## config.mk

```make
export PLATFORM = sky130hd
export DESIGN_NAME = decoder_seq_nx2pn
export DESIGN_NICKNAME = d
export VERILOG_FILES = /design/src/rtl/decoder_pkg.sv /design/src/rtl/decoder_pattern.sv /design/src/rtl/decoder_seq_nx2pn.sv
export SDC_FILE = /design/constraint.sdc
export NUM_CORES = 1
export LEC_CHECK = 0
export CAP_MARGIN = 20
export CELL_PAD_IN_SITES_DETAIL_PLACEMENT = 0
export CELL_PAD_IN_SITES_GLOBAL_PLACEMENT = 1
export CORE_ASPECT_RATIO = 0.8
export CORE_UTILIZATION = 36
export DETAILED_ROUTE_END_ITERATION = 8
export HOLD_SLACK_MARGIN = 0.15
export PLACE_DENSITY = 0.89
export SLEW_MARGIN = 20
export SYNTH_ARGS = -nofsm -noshare
export SYNTH_HDL_FRONTEND = slang
export SYNTH_HIERARCHICAL = 1
export SYNTH_SLANG_ARGS = --single-unit
```

## constraint.sdc

```tcl
create_clock -name CLK -period 4 [get_ports CLK]
set_input_delay 0.8 -clock CLK [delete_from_list [all_inputs] [get_ports CLK]]
set_output_delay 0.8 -clock CLK [all_outputs]
set_load 0.05 [all_outputs]
```

## src/rtl/decoder_pkg.sv

```systemverilog
// decoder_pkg
// Shared definitions for the registered N-to-2**N decoder.
//   mode_t  : output pattern select (one-hot, thermometer, inverted one-hot, scan)
//   state_t : output-register FSM state (EMPTY, FULL, SCAN)
package decoder_pkg;

  typedef enum logic [1:0] {
    MODE_ONEHOT   = 2'b00,
    MODE_THERMO   = 2'b01,
    MODE_ONEHOT_N = 2'b10,
    MODE_SCAN     = 2'b11
  } mode_t;

  typedef enum logic [1:0] {
    ST_EMPTY = 2'b00,  // no word held
    ST_FULL  = 2'b01,  // holding the final word of a transaction
    ST_SCAN  = 2'b10   // holding a non-final scan word
  } state_t;

endpackage

```

## src/rtl/decoder_pattern.sv

```systemverilog
// decoder_pattern
// Combinational map from (index, mode) to a 2**N-bit word.
// Ports:
//   idx  in  N      index to decode
//   mode in  2      pattern select; MODE_SCAN yields the one-hot word
//                   (the scan start word is one-hot of the start index)
//   word out 2**N   decoded word
module decoder_pattern
  import decoder_pkg::*;
#(
  parameter int N = 3
) (
  input  logic [N-1:0]      idx,
  input  mode_t             mode,
  output logic [(1<<N)-1:0] word
);

  localparam int W = 1 << N;
  localparam logic [W-1:0] ONE = {{(W-1){1'b0}}, 1'b1};

  logic [W-1:0] onehot;
  logic [W-1:0] thermo;

  // Thermometer is (1 << (k+1)) - 1; for k = W-1 the shift drops out to 0
  // and the subtraction wraps to all ones, which is the wanted value.
  assign onehot = ONE << idx;
  assign thermo = (onehot << 1) - ONE;

  always_comb begin
    word = onehot;
    unique case (mode)
      MODE_ONEHOT:   word = onehot;
      MODE_THERMO:   word = thermo;
      MODE_ONEHOT_N: word = ~onehot;
      MODE_SCAN:     word = onehot;
      default:       word = onehot;
    endcase
  end

endmodule

```

## src/rtl/decoder_seq_nx2pn.sv

```systemverilog
// decoder_seq_nx2pn
// Registered, valid/ready flow-controlled N-to-2**N decoder.
// Optional feature macro: DECODER_SCAN_EN (MODE=11 sweeps one-hot upward
// from the start index; without it MODE=11 decodes as one-hot).
//
// Handshake: a word moves on an interface only in a cycle where its
// valid and ready are both 1. IN side accepts IN/MODE on IN_VALID&&IN_READY;
// OUT side hands over OUT/OUT_LAST on OUT_VALID&&OUT_READY. OUT_VALID, once
// high, stays high with OUT/OUT_LAST frozen until taken.
//
// Ports:
//   CLK       in   1     rising-edge clock
//   RST       in   1     synchronous active-high reset
//   IN        in   N     index to decode
//   MODE      in   2     pattern select (sampled with IN)
//   IN_VALID  in   1     IN/MODE valid
//   IN_READY  out  1     input accepted this cycle if IN_VALID
//   OUT       out  2**N  decoded word (registered)
//   OUT_VALID out  1     OUT holds a word
//   OUT_LAST  out  1     OUT is the final word of its transaction
//   OUT_READY in   1     consumer takes OUT this cycle
//   fsm_state out  2     current FSM state, for observation
module decoder_seq_nx2pn
  import decoder_pkg::*;
#(
  parameter int N = 3
) (
  input  logic              CLK,
  input  logic              RST,
  input  logic [N-1:0]      IN,
  input  logic [1:0]        MODE,
  input  logic              IN_VALID,
  output logic              IN_READY,
  output logic [(1<<N)-1:0] OUT,
  output logic              OUT_VALID,
  output logic              OUT_LAST,
  input  logic              OUT_READY,
  output state_t            fsm_state
);

  localparam int W = 1 << N;
  localparam logic [N-1:0] MAX_IDX = '1;

  state_t       state, state_n;
  logic [W-1:0] out_q, out_n;
  logic         last_q, last_n;
  logic [N-1:0] pat_idx;
  mode_t        pat_mode;
  logic [W-1:0] pat_word;
  logic         in_rdy;

`ifdef DECODER_SCAN_EN
  logic [N-1:0] cnt, cnt_n;
  logic [N-1:0] cnt_inc;
  assign cnt_inc = cnt + 1'b1;
`endif

  // One pattern generator serves both the input path and the scan advance;
  // while scanning the input is not accepted, so the two never collide.
  always_comb begin
    pat_idx  = IN;
    pat_mode = mode_t'(MODE);
`ifdef DECODER_SCAN_EN
    if (state == ST_SCAN) begin
      pat_idx  = cnt_inc;
      pat_mode = MODE_ONEHOT;
    end
`endif
  end

  decoder_pattern #(.N(N)) u_pattern (
    .idx  (pat_idx),
    .mode (pat_mode),
    .word (pat_word)
  );

  always_comb begin
    state_n = state;
    out_n   = out_q;
    last_n  = last_q;
    in_rdy  = 1'b0;
`ifdef DECODER_SCAN_EN
    cnt_n   = cnt;
`endif

    unique case (state)
      ST_EMPTY: in_rdy = 1'b1;
      ST_FULL:  in_rdy = OUT_READY;
      ST_SCAN: begin
`ifdef DECODER_SCAN_EN
        if (OUT_READY) begin
          out_n = pat_word;
          cnt_n = cnt_inc;
          if (cnt_inc == MAX_IDX) begin
            state_n = ST_FULL;
            last_n  = 1'b1;
          end
        end
`endif
      end
      default: ;
    endcase

    if (in_rdy && IN_VALID) begin
      out_n   = pat_word;
      last_n  = 1'b1;
      state_n = ST_FULL;
`ifdef DECODER_SCAN_EN
      cnt_n   = IN;
      // Starting at the top index is a single final word, not a scan.
      if (mode_t'(MODE) == MODE_SCAN && IN != MAX_IDX) begin
        state_n = ST_SCAN;
        last_n  = 1'b0;
      end
`endif
    end else if (state == ST_FULL && OUT_READY) begin
      state_n = ST_EMPTY;
      last_n  = 1'b0;
    end
  end

  always_ff @(posedge CLK) begin
    if (RST) begin
      state  <= ST_EMPTY;
      out_q  <= '0;
      last_q <= 1'b0;
`ifdef DECODER_SCAN_EN
      cnt    <= '0;
`endif
    end else begin
      state  <= state_n;
      out_q  <= out_n;
      last_q <= last_n;
`ifdef DECODER_SCAN_EN
      cnt    <= cnt_n;
`endif
    end
  end

  assign IN_READY  = in_rdy;
  assign OUT       = out_q;
  assign OUT_VALID = (state != ST_EMPTY);
  assign OUT_LAST  = last_q;
  assign fsm_state = state;

endmodule

```

After elaboration in Yosys (flattened, before gate mapping)
Cells that the tools add are included.

operators by class
  add/subtract/negate cells = 1
  multiply operators = 0
  divide/modulo/power cells = 0
  $lt $le $gt $ge = 0
  equality and inequality tests = 3
  shift-type cells = 1
  multiplexer cells = 6
  bitwise operators = 1
  reduce and logical (&&, ||, !) cells = 6

operator list
  kind                                                                number
  8-bit one-hot mux with 3 select lines                               1
  8-bit inverter                                                      1
  1-bit by 3-bit << shifter with 8-bit output, first input constant   1
  8-bit by 1-bit subtractor with 8-bit output, second input constant  1
  2-bit == test, second input constant                                2
  2-bit zero test                                                     2
  1-bit two-way mux                                                   4
  2-bit by 1-bit == test with 1-bit output, second input constant     1
  1-bit logical AND                                                   2
  1-bit one-hot mux with 2 select lines                               1
  2-bit nonzero test                                                  1
  2-bit OR reduction                                                  1

word-level totals
  register bits = 10
  latch bits = 0
  RAM bits = 0
  ROM bits = 0
  input bits = 9
  output and inout port bits = 13
  logic and storage cells = 21
  memories = 0

Logic depth before layout (Yosys ltp)
Gate-level depths: netlist (run 1).

  word-level depth = 4
  depth in mapped cells = 8
  mapped depth without buffers = 7

Hierarchy
The synthesis (run 1) kept the hierarchy.

modules (own cells, without submodules)
  module             times used  cells an instance  area each (um^2)  sequential area each (um^2)
  decoder_seq_nx2pn  1           45                 467.9             180.2
  decoder_pattern    1           44                 289.0             0.0

Worst setup path after synthesis (run 1)
Ideal clock, no wire load.

  path type = input port to flip-flop
  start point = input MODE[0]
  end point = register out_q[2], in the netlist OUT[2]
  setup time = 139 ps
  arrival = 1963 ps
  data required time = 3861 ps
  setup slack = 1898 ps
  stages = 7
  buffers on the path = 0
  cell sequence = inv_1 > ha_1 > or4b_1 > a21oi_1 > nor2_1 > nand3_1 > a21oi_2

on the way
  longest elaborated chain between the ends = 3
  elaborated cells on any way between the ends = 6
  those cells by class = 3 x eq/ne; 1 x mux; 2 x reduce/logical

ends and longest elaborated chain
  element                                                  RTL line                  text
  start: declaration                                       decoder_seq_nx2pn.sv:31   input logic [1:0] MODE,
  2-bit == test / 2-bit zero test (equally long branches)  decoder_pattern.sv:31     unique case (mode)
  2-bit OR reduction (no source line)                      n/a
  8-bit one-hot mux with 3 select lines (*)                decoder_pattern.sv:31
  via pat_word[2]                                          decoder_seq_nx2pn.sv:49   logic [W-1:0] pat_word;
  end signal: assignment                                   decoder_seq_nx2pn.sv:132  out_q <= out_n;
  end: declaration                                         decoder_seq_nx2pn.sv:45   logic [W-1:0] out_q, out_n;

Mark *: on every way through the listed nets, which the timed path passes. The rest lies on a longest branch.
A chain may end at the register's enable or synchronous reset.

Worst setup path in the final report (run 1)
  start point = input OUT_READY
  end point = output IN_READY

on the way
  longest elaborated chain between the ends = 1

ends and longest elaborated chain
  element                                RTL line                 text
  start: declaration                     decoder_seq_nx2pn.sv:37  input logic OUT_READY,
  1-bit one-hot mux with 2 select lines  decoder_seq_nx2pn.sv:86  unique case (state)
  end: declaration                       decoder_seq_nx2pn.sv:33  output logic IN_READY,

No other way between the ends.

==> impl_summary.md, run 1 <==
Global routing
The global-route congestion overflow total is 0. The initial antenna violation count is 0. Across every metal layer, demand over resource in global routing totals 0.146. The number of global-route vias before repair came to 571. The first global-routing pass estimated roughly 2400 microns of wire. The largest net degree at the start of global routing is 19.

Final layout
Summing all multi-input logic gate instances after layout gives 459 sq um. The sequential cells in the finished layout cover a total of between 150 and 200 sq um. The repair_antennas step left the layout with diodes totalling 0. Of the cells placed in the final design, the portion with a size suffix greater than 1 is 0.139. After routing the design area is about 910 sq um. The layout has 190 filler cells. At the end of the flow, the number of nets in the layout was about 110. The non-filler instance count after layout is ~130. The area growth from synthesis to layout is 19.8%.

Critical path
The count of cells along the worst register-to-register path is 3. The worst register-to-register path begins at fsm_state[0]. For this design, the slowest cell found on the critical path is clkdlybuf4s50_1. The terminus of the critical flop-to-flop path is OUT[5]. The family with the most delay on the worst path is buffers and inverters.

On the worst path, the slowest cell contributes a delay of about 0.84 ns. The most repeated library cell on the critical path is clkdlybuf4s50_1. In this run the worst path has a maximum fanout of 18.

Data on the critical path arrives at its endpoint at around 2.3 ns. The number of buffers and inverters on the critical path is 2. For flop-to-flop paths, the worst setup slack is 3.00 ns. The worst setup path is of the input port to output port kind.

The worst setup path is launched from an input port. The signal on the critical path passes through clkdlybuf4s50_1 -> nand2b_4 -> clkdlybuf4s50_1. The worst setup path is captured at an output port. The data required time of the worst path is roughly 3.2 ns.

Detailed routing
The count of vias placed by the detailed router is ~670. The routed metal-1 wire length is roughly 700 microns. Wire segments on met3 add up to 81 microns in the final route. The detail-routed via count per cell is between 5 and 6. The initial DRC count is 17. After detailed routing, the met2 layer carries 655 microns of wire. The first detailed-routing pass ran for 4 iterations. After detailed routing, the total wire length is about 1400 microns. The top metal layer carrying routed signals is met3.

Once detail routing completed, the nets flagged for antenna violations numbered 0. After detailed routing, the average wire length per cell comes to about 11 microns. The post-route DRC violation count is 0.

Place
Including well taps, the total number of placed cells is ~120. The port buffer count is 20. The sum of net half-perimeters after detailed placement is 1020 microns. The post-placement worst setup slack is ~0.88 ns. After detailed placement, the total cell area comes to just under 900 sq um. At the end of routability-driven placement, the weighted congestion stood at 0.767.

Power and ir drop
Cell internal power was estimated by the tool at ~0.00017 W. The switching power of the nets is 0.0000924 W. Of the total power, the share spent switching nets is 0.350. The sequential group share of total power is 0.371. The share of total power dissipated in combinational logic is 0.371. The power density of the placed cells is 291 nW/um^2.

The sum of internal, switching and leakage power is approximately 0.00026 W. For this design the static power due to leakage is 0.341 nW. The fraction of power consumed by the clock network is 0.258. The peak supply drop is 0.195 mV.

Flow run
The tool flagged a number of max-cap violations equal to 0.

Min path
The path class of the lowest-slack min-delay path is flop to flop. The cell count of the worst hold path is 2. The worst hold path terminates at OUT[1]. The launch instance of the worst min-delay path is OUT[1].

STA
Setup repair after global routing left no endpoint under its margin. After layout, the worst setup slack is between 0.8 and 0.9 ns. After routing, the total negative slack on setup checks comes to 0 ns. The final hold violation count was 0.

Setup violations remaining at the end of the flow were counted as 0. For the pin with the worst max-slew slack, the measured transition is roughly 0.57 ns. For the finished layout, the period the worst path requires is approximately 3.1 ns. For this run, the top clock speed supported by timing is 321 MHz. The final number of max-transition violations is 0. The largest clock skew in the final design is between 0.003 and 0.004 ns. The portion of the clock cycle consumed by the worst path in the final layout is 0.779. The worst pin sits at a relative slew slack of 0.622.

CTS
Clock-pin slew was measured on the worst setup and hold paths at ~0.060 ns. The number of gates given a new drive strength after cts is 0. The buffer count from post-CTS setup fixing is 0. The cell chosen for the clock root is clkbuf_4. The number of clock sinks seen by CTS is 9. The clock reaches the later pin of the worst-skew pair after roughly 0.26 ns. The post-cts hold buffer count is 0. The clock tree from TritonCTS is done.

The H-tree level count is 1. The number of buffers on the longest clock path is 2. The CTS buffer count is 3.

Logic synthesis
In this run, synthesis produced a sequential element count of 9. The share of the Yosys chip area taken by registers is 0.238. The share of the synthesized area in the top cell type is 0.238. Synthesis produced a netlist with a net count of 100. The number of distinct library cells after synthesis is 29.

The mean cell area of the mapped netlist is between 8 and 9 sq um. Ranked by total cell area, the synthesized netlist is headed by dfxtp_1 (24%), a21bo_1 (11%), a21oi_2 (9.3%), buf_6 (8.9%), nand3_1 (6.0%). The cell taking the most area after synthesis is dfxtp_1. The gate count after technology mapping is a little under 90.

The mapped netlist covers between 700 and 800 sq um. Yosys printed 6 warnings.

Outcome
The flow ran to the end, and the final reports show no timing, DRC or antenna violations.

Die
The floorplan has 14 rows. The total I/O pin count is 22. In this run the vertical extent of the chip is around 43 microns. The overall die area is 2290 sq um. The initial core utilization is 0.393. The core region is slightly below 2000 sq um. The horizontal extent of the die is approximately 53 microns.
-- worst max path at each step --
| stage | endpoint | startpoint | depth (start not counted) | slack [ns] |
|---|---|---|---|---|
| floorplan | OUT[2] | MODE[0] | 7 | 1.90 |
| global placement | IN_READY | OUT_READY | 3 | 0.90 |
| detailed placement | IN_READY | OUT_READY | 3 | 0.88 |
| CTS | IN_READY | OUT_READY | 3 | 0.88 |
| global route | IN_READY | OUT_READY | 3 | 0.83 |
| finish | IN_READY | OUT_READY | 3 | 0.88 |
-- power groups by stage --
stage               Combinational [W]  Sequential [W]   Clock, W
floorplan                   0.0000593        0.000119          0
global placement            0.0000965       0.0000999          0
detailed placement          0.0000976        0.000100          0
CTS                         0.0000980       0.0000981  0.0000719
global route                 0.000105       0.0000987  0.0000782
finish                      0.0000980       0.0000980  0.0000682
-- placed cells by master (no fill, tap or decap), drive strengths merged, types with 2 or more instances in the layout --
cell and n:
a21bo 8, a21oi 13, clkbuf 4, clkdlybuf4s50 20, dfxtp 9, ha 2
inv 3, mux2 2, nand2 3, nand2b 4, nand3 9, nor2 6
nor3 2, o21ai 5, o21bai 2
-- kinds of logic (layout without fill, tap and decap cells) --
group / after synthesis / in the layout / share of synthesized area
and+or+nand+nor: 27 / 27 / 0.197
buffers and inverters: 15 / 27 / 0.155
DFF: 9 / 9 / 0.238
muxes: 3 / 3 / 0.0430
adders and majority gates: 2 / 2 / 0.0331
other: 1 / 1 / 0.00495
AOI/OAI and AO/OA: 32 / 32 / 0.329
-- cells in the mapped netlist --
cell type / instances
buf_2: 1
o22ai_1: 1
nor2b_1: 1
nand4bb_1: 1
conb_1: 1
nor2_1: 6
dfxtp_1: 9
a22o_1: 1
nand2b_4: 1
mux2i_1: 1
a21oi_1: 5
ha_1: 2
o21bai_1: 2
o21ai_1: 1
a21o_1: 1
o21ai_0: 4
a2111o_1: 1
inv_1: 3
or4b_1: 1
mux2_2: 2
clkbuf_1: 1
nand2_1: 3
nand3_1: 9
nand2b_1: 3
buf_4: 4
nor3_1: 2
a21oi_2: 8
a21bo_1: 8
buf_6: 6
-- metrics by stage --
step | hold slack (ns) | utilization
2_1_floorplan | 0.812 | -
3_3_place_gp | 0.570 | 0.457
3_5_place_dp | 0.573 | 0.457
4_1_cts | 0.586 | 0.471
5_1_grt | 0.599 | 0.471
6_report | 0.580 | 0.471
-- worst min-delay path: stages, from the launching register on --
cell and delay [ns]:
dfxtp_1 0.30, a21bo_1 0.18, a21oi_2 0.05
-- layout make-up --
type,count,share of cell area
multi-input combinational,65,0.506
tap,24,0.0331
inverter,3,0.0124
timing repair buffer,20,0.221
clock buffer,4,0.0290
sequential,9,0.199
-- per-layer routing --
layer | GRT usage | up-vias
li1 | - | 335
met1 | 0.190 | 312
met2 | 0.233 | 21
met3 | 0.0466 | 0
met4 | 0.0316 | 0
met5 | 0 | -
-- sequential cells by signal, indices dropped and copies added, names as in the netlist --
register   flops
OUT            8
fsm_state      1
Note: power is estimated with default switching activity, not from simulation.
==> run 2: changes to the inputs <==
--- a/config.mk
+++ b/config.mk
@@ -9,10 +9,10 @@
 export CELL_PAD_IN_SITES_DETAIL_PLACEMENT = 0
 export CELL_PAD_IN_SITES_GLOBAL_PLACEMENT = 1
 export CORE_ASPECT_RATIO = 0.8
-export CORE_UTILIZATION = 36
+export CORE_UTILIZATION = 33
 export DETAILED_ROUTE_END_ITERATION = 8
 export HOLD_SLACK_MARGIN = 0.15
-export PLACE_DENSITY = 0.89
+export PLACE_DENSITY = 0.84
 export SLEW_MARGIN = 20
 export SYNTH_ARGS = -nofsm -noshare
 export SYNTH_HDL_FRONTEND = slang
==> constraint.sdc (replaced) <==
create_clock -name CLK -period 3.2 [get_ports CLK]
set_input_delay 0.64 -clock CLK [delete_from_list [all_inputs] [get_ports CLK]]
set_output_delay 0.64 -clock CLK [all_outputs]
set_load 0.05 [all_outputs]
==> impl_summary.md, run 2 (synthesis results as in run 1) <==
Detailed routing
The wire length per cell after detailed routing is between 10 and 15 microns. The count of vias placed by the detailed router is 640. The initial DRC count is 7.

The post-route DRC violation count is 0. In this run the remaining antenna-violating nets after routing total 0. The first detailed-routing pass ran for 4 iterations. After detailed routing, the number of vias per cell comes to 5.08. The total routed wirelength is around 1500 microns.

STA
The final hold violation count is 0. The actual slew at the worst max-slew pin is ~0.56 ns. The total negative slack for setup checks is 0 ns. Across the routed clock network, the largest skew measured is 0.00138 ns. Measured against its own limit, the worst slew margin works out to 0.624.

For this run, the top clock speed supported by timing is ~360 MHz. The time the worst path needs with I/O delays and setup is around 2.8 ns. The portion of the clock cycle consumed by the worst path in the final layout is 0.880. The final number of max-transition violations is 0. Setup repair after global routing left no endpoint under its margin. The final setup violation count is 0.

Final layout
The non-filler instance count after layout is approximately 130. The number of diodes added for antenna fixing is 0. From synthesis to final layout, the design area changed by 20.0%. The library cell used most frequently in the layout, excluding fill and tap cells, is clkdlybuf4s50_1.

In the layout the commonest cells are clkdlybuf4s50_1 (20), dfxtp_1 (9), nand3_1 (9). The register with the most flip-flops in the layout has 8 of them. In the final layout, the share of cells above drive strength 1 is 0.139.

For this run, the post-layout net count is roughly 110.

Die
The die covers between 2000 and 2500 sq um. The initial core utilization is 0.351. In this run the horizontal extent of the chip is ~56 microns. The floorplan has 15 rows.

Pin placement for this block handled 22 I/O pins. The floorplan die height is between 40 and 50 microns. The floorplan step defined a core boundary enclosing 2160 sq um.

Place
Once placement completed, the tool counted placed cells totaling ~120. The count of buffers added on input and output ports is 20. Detailed placement finished with a half-perimeter wire length of between 1000 and 1500 microns. The congestion estimate from routability-driven global placement came to between 0.7 and 0.8.

Critical path
The data arrival time of the critical path is about 2.2 ns. STA classifies the critical path endpoint as an output port. The peak fanout along the critical path is 18. The critical path is of the input port to output port type. STA classifies the critical path startpoint as an input port.

The count of cells along the worst register-to-register path is 3. STA puts the critical path data required time at around 2.6 ns.

CTS
CTS saw 9 sinks. Post-CTS timing repair inserted 0 buffers for setup. Counting along the longest clock path gives a buffer depth of 2. The CTS buffer count is 3. In this run the number of H-tree levels came out at 1. The cell chosen for the clock root is clkbuf_4.

The post-cts hold buffer count is 0. The number of gates resized after CTS was 0. TritonCTS built the clock tree. The later pin in the worst-skew pair is clocked with a latency of 0.26 ns. The clock edge transition at the registers on the reported setup and hold paths is about 0.06 ns.

Global routing
The initial antenna violation count is 0. Entering global routing, the biggest net connects 19 pins. The first-pass GRT wire length is roughly 2300 microns. The global-route congestion overflow total is 0. The global-route total usage across every layer is 0.119. The number of global-route vias before repair is roughly 540.

Min path
The path class of the lowest-slack min-delay path is flop to flop. The worst hold path was traced through 2 stages.

Power and ir drop
The power density of the placed cells is 366 nW/um^2. IR analysis of the VDD net gives a maximum drop of 0.284 mV. The static leakage is roughly 0.34 nW.

Outcome
The run finished with clean final reports.

Flow run
Across the run, the number of max-cap violations was 0.
## run 2: cell counts in the layout (fill, tap and decap cells not counted)
Identical to the previous run, type by type.
## run 2: path summary, 6_finish.rpt
path / from / end / slack (ns)
max reg2reg: fsm_state[0] / OUT[2] / 2.20
min reg2reg: OUT[0] / OUT[0] / 0.58
min: OUT[0] / OUT[0] / 0.58
max: OUT_READY / IN_READY / 0.38
## run 2: power breakdown
part           switching, W  total (W)  internal, W
Combinational     0.0000738   0.000122    0.0000480
Clock             0.0000396  0.0000877    0.0000481
Sequential       0.00000376   0.000123     0.000119
Total              0.000117   0.000332     0.000215
## run 2: area by class of cell
| cell class | instances | area (sq um) |
|---|---|---|
| flip-flops and latches | 9 | 180 |
| multi-input cells | 65 | 459 |
| fillers | 211 | 1250 |
| well taps | 25 | 31.3 |
| repair buffers | 20 | 200 |
| clock buffers | 4 | 26.3 |
| inverters | 3 | 11.3 |
## run 2: per-stage QoR
step	hold slack (ns)	total power, W	utilization	instance area [sq um]	worst slack (ns)
3_5_place_dp	0.573	0.000247	0.409	882	0.375
5_1_grt	0.600	0.000354	0.421	908	0.342
4_1_cts	0.582	0.000337	0.421	908	0.375
2_1_floorplan	0.812	0.000222	-	757	1.26
6_report	0.579	0.000332	0.421	908	0.385
3_3_place_gp	0.569	0.000246	0.409	882	0.411
## run 2: worst max-delay path: stages
cell and delay (ns):
clkdlybuf4s50_1 0.47, nand2b_4 0.23, clkdlybuf4s50_1 0.83
## run 2: per-layer routing
| layer | vias to the layer above | GRT usage | part of all wire |
|---|---|---|---|
| met4 | 0 | 0.0150 | 0 |
| met5 | - | 0 | 0 |
| met3 | 0 | 0.0516 | 0.035 |
| met1 | 298 | 0.149 | 0.49 |
| li1 | 331 | - | - |
| met2 | 11 | 0.198 | 0.47 |
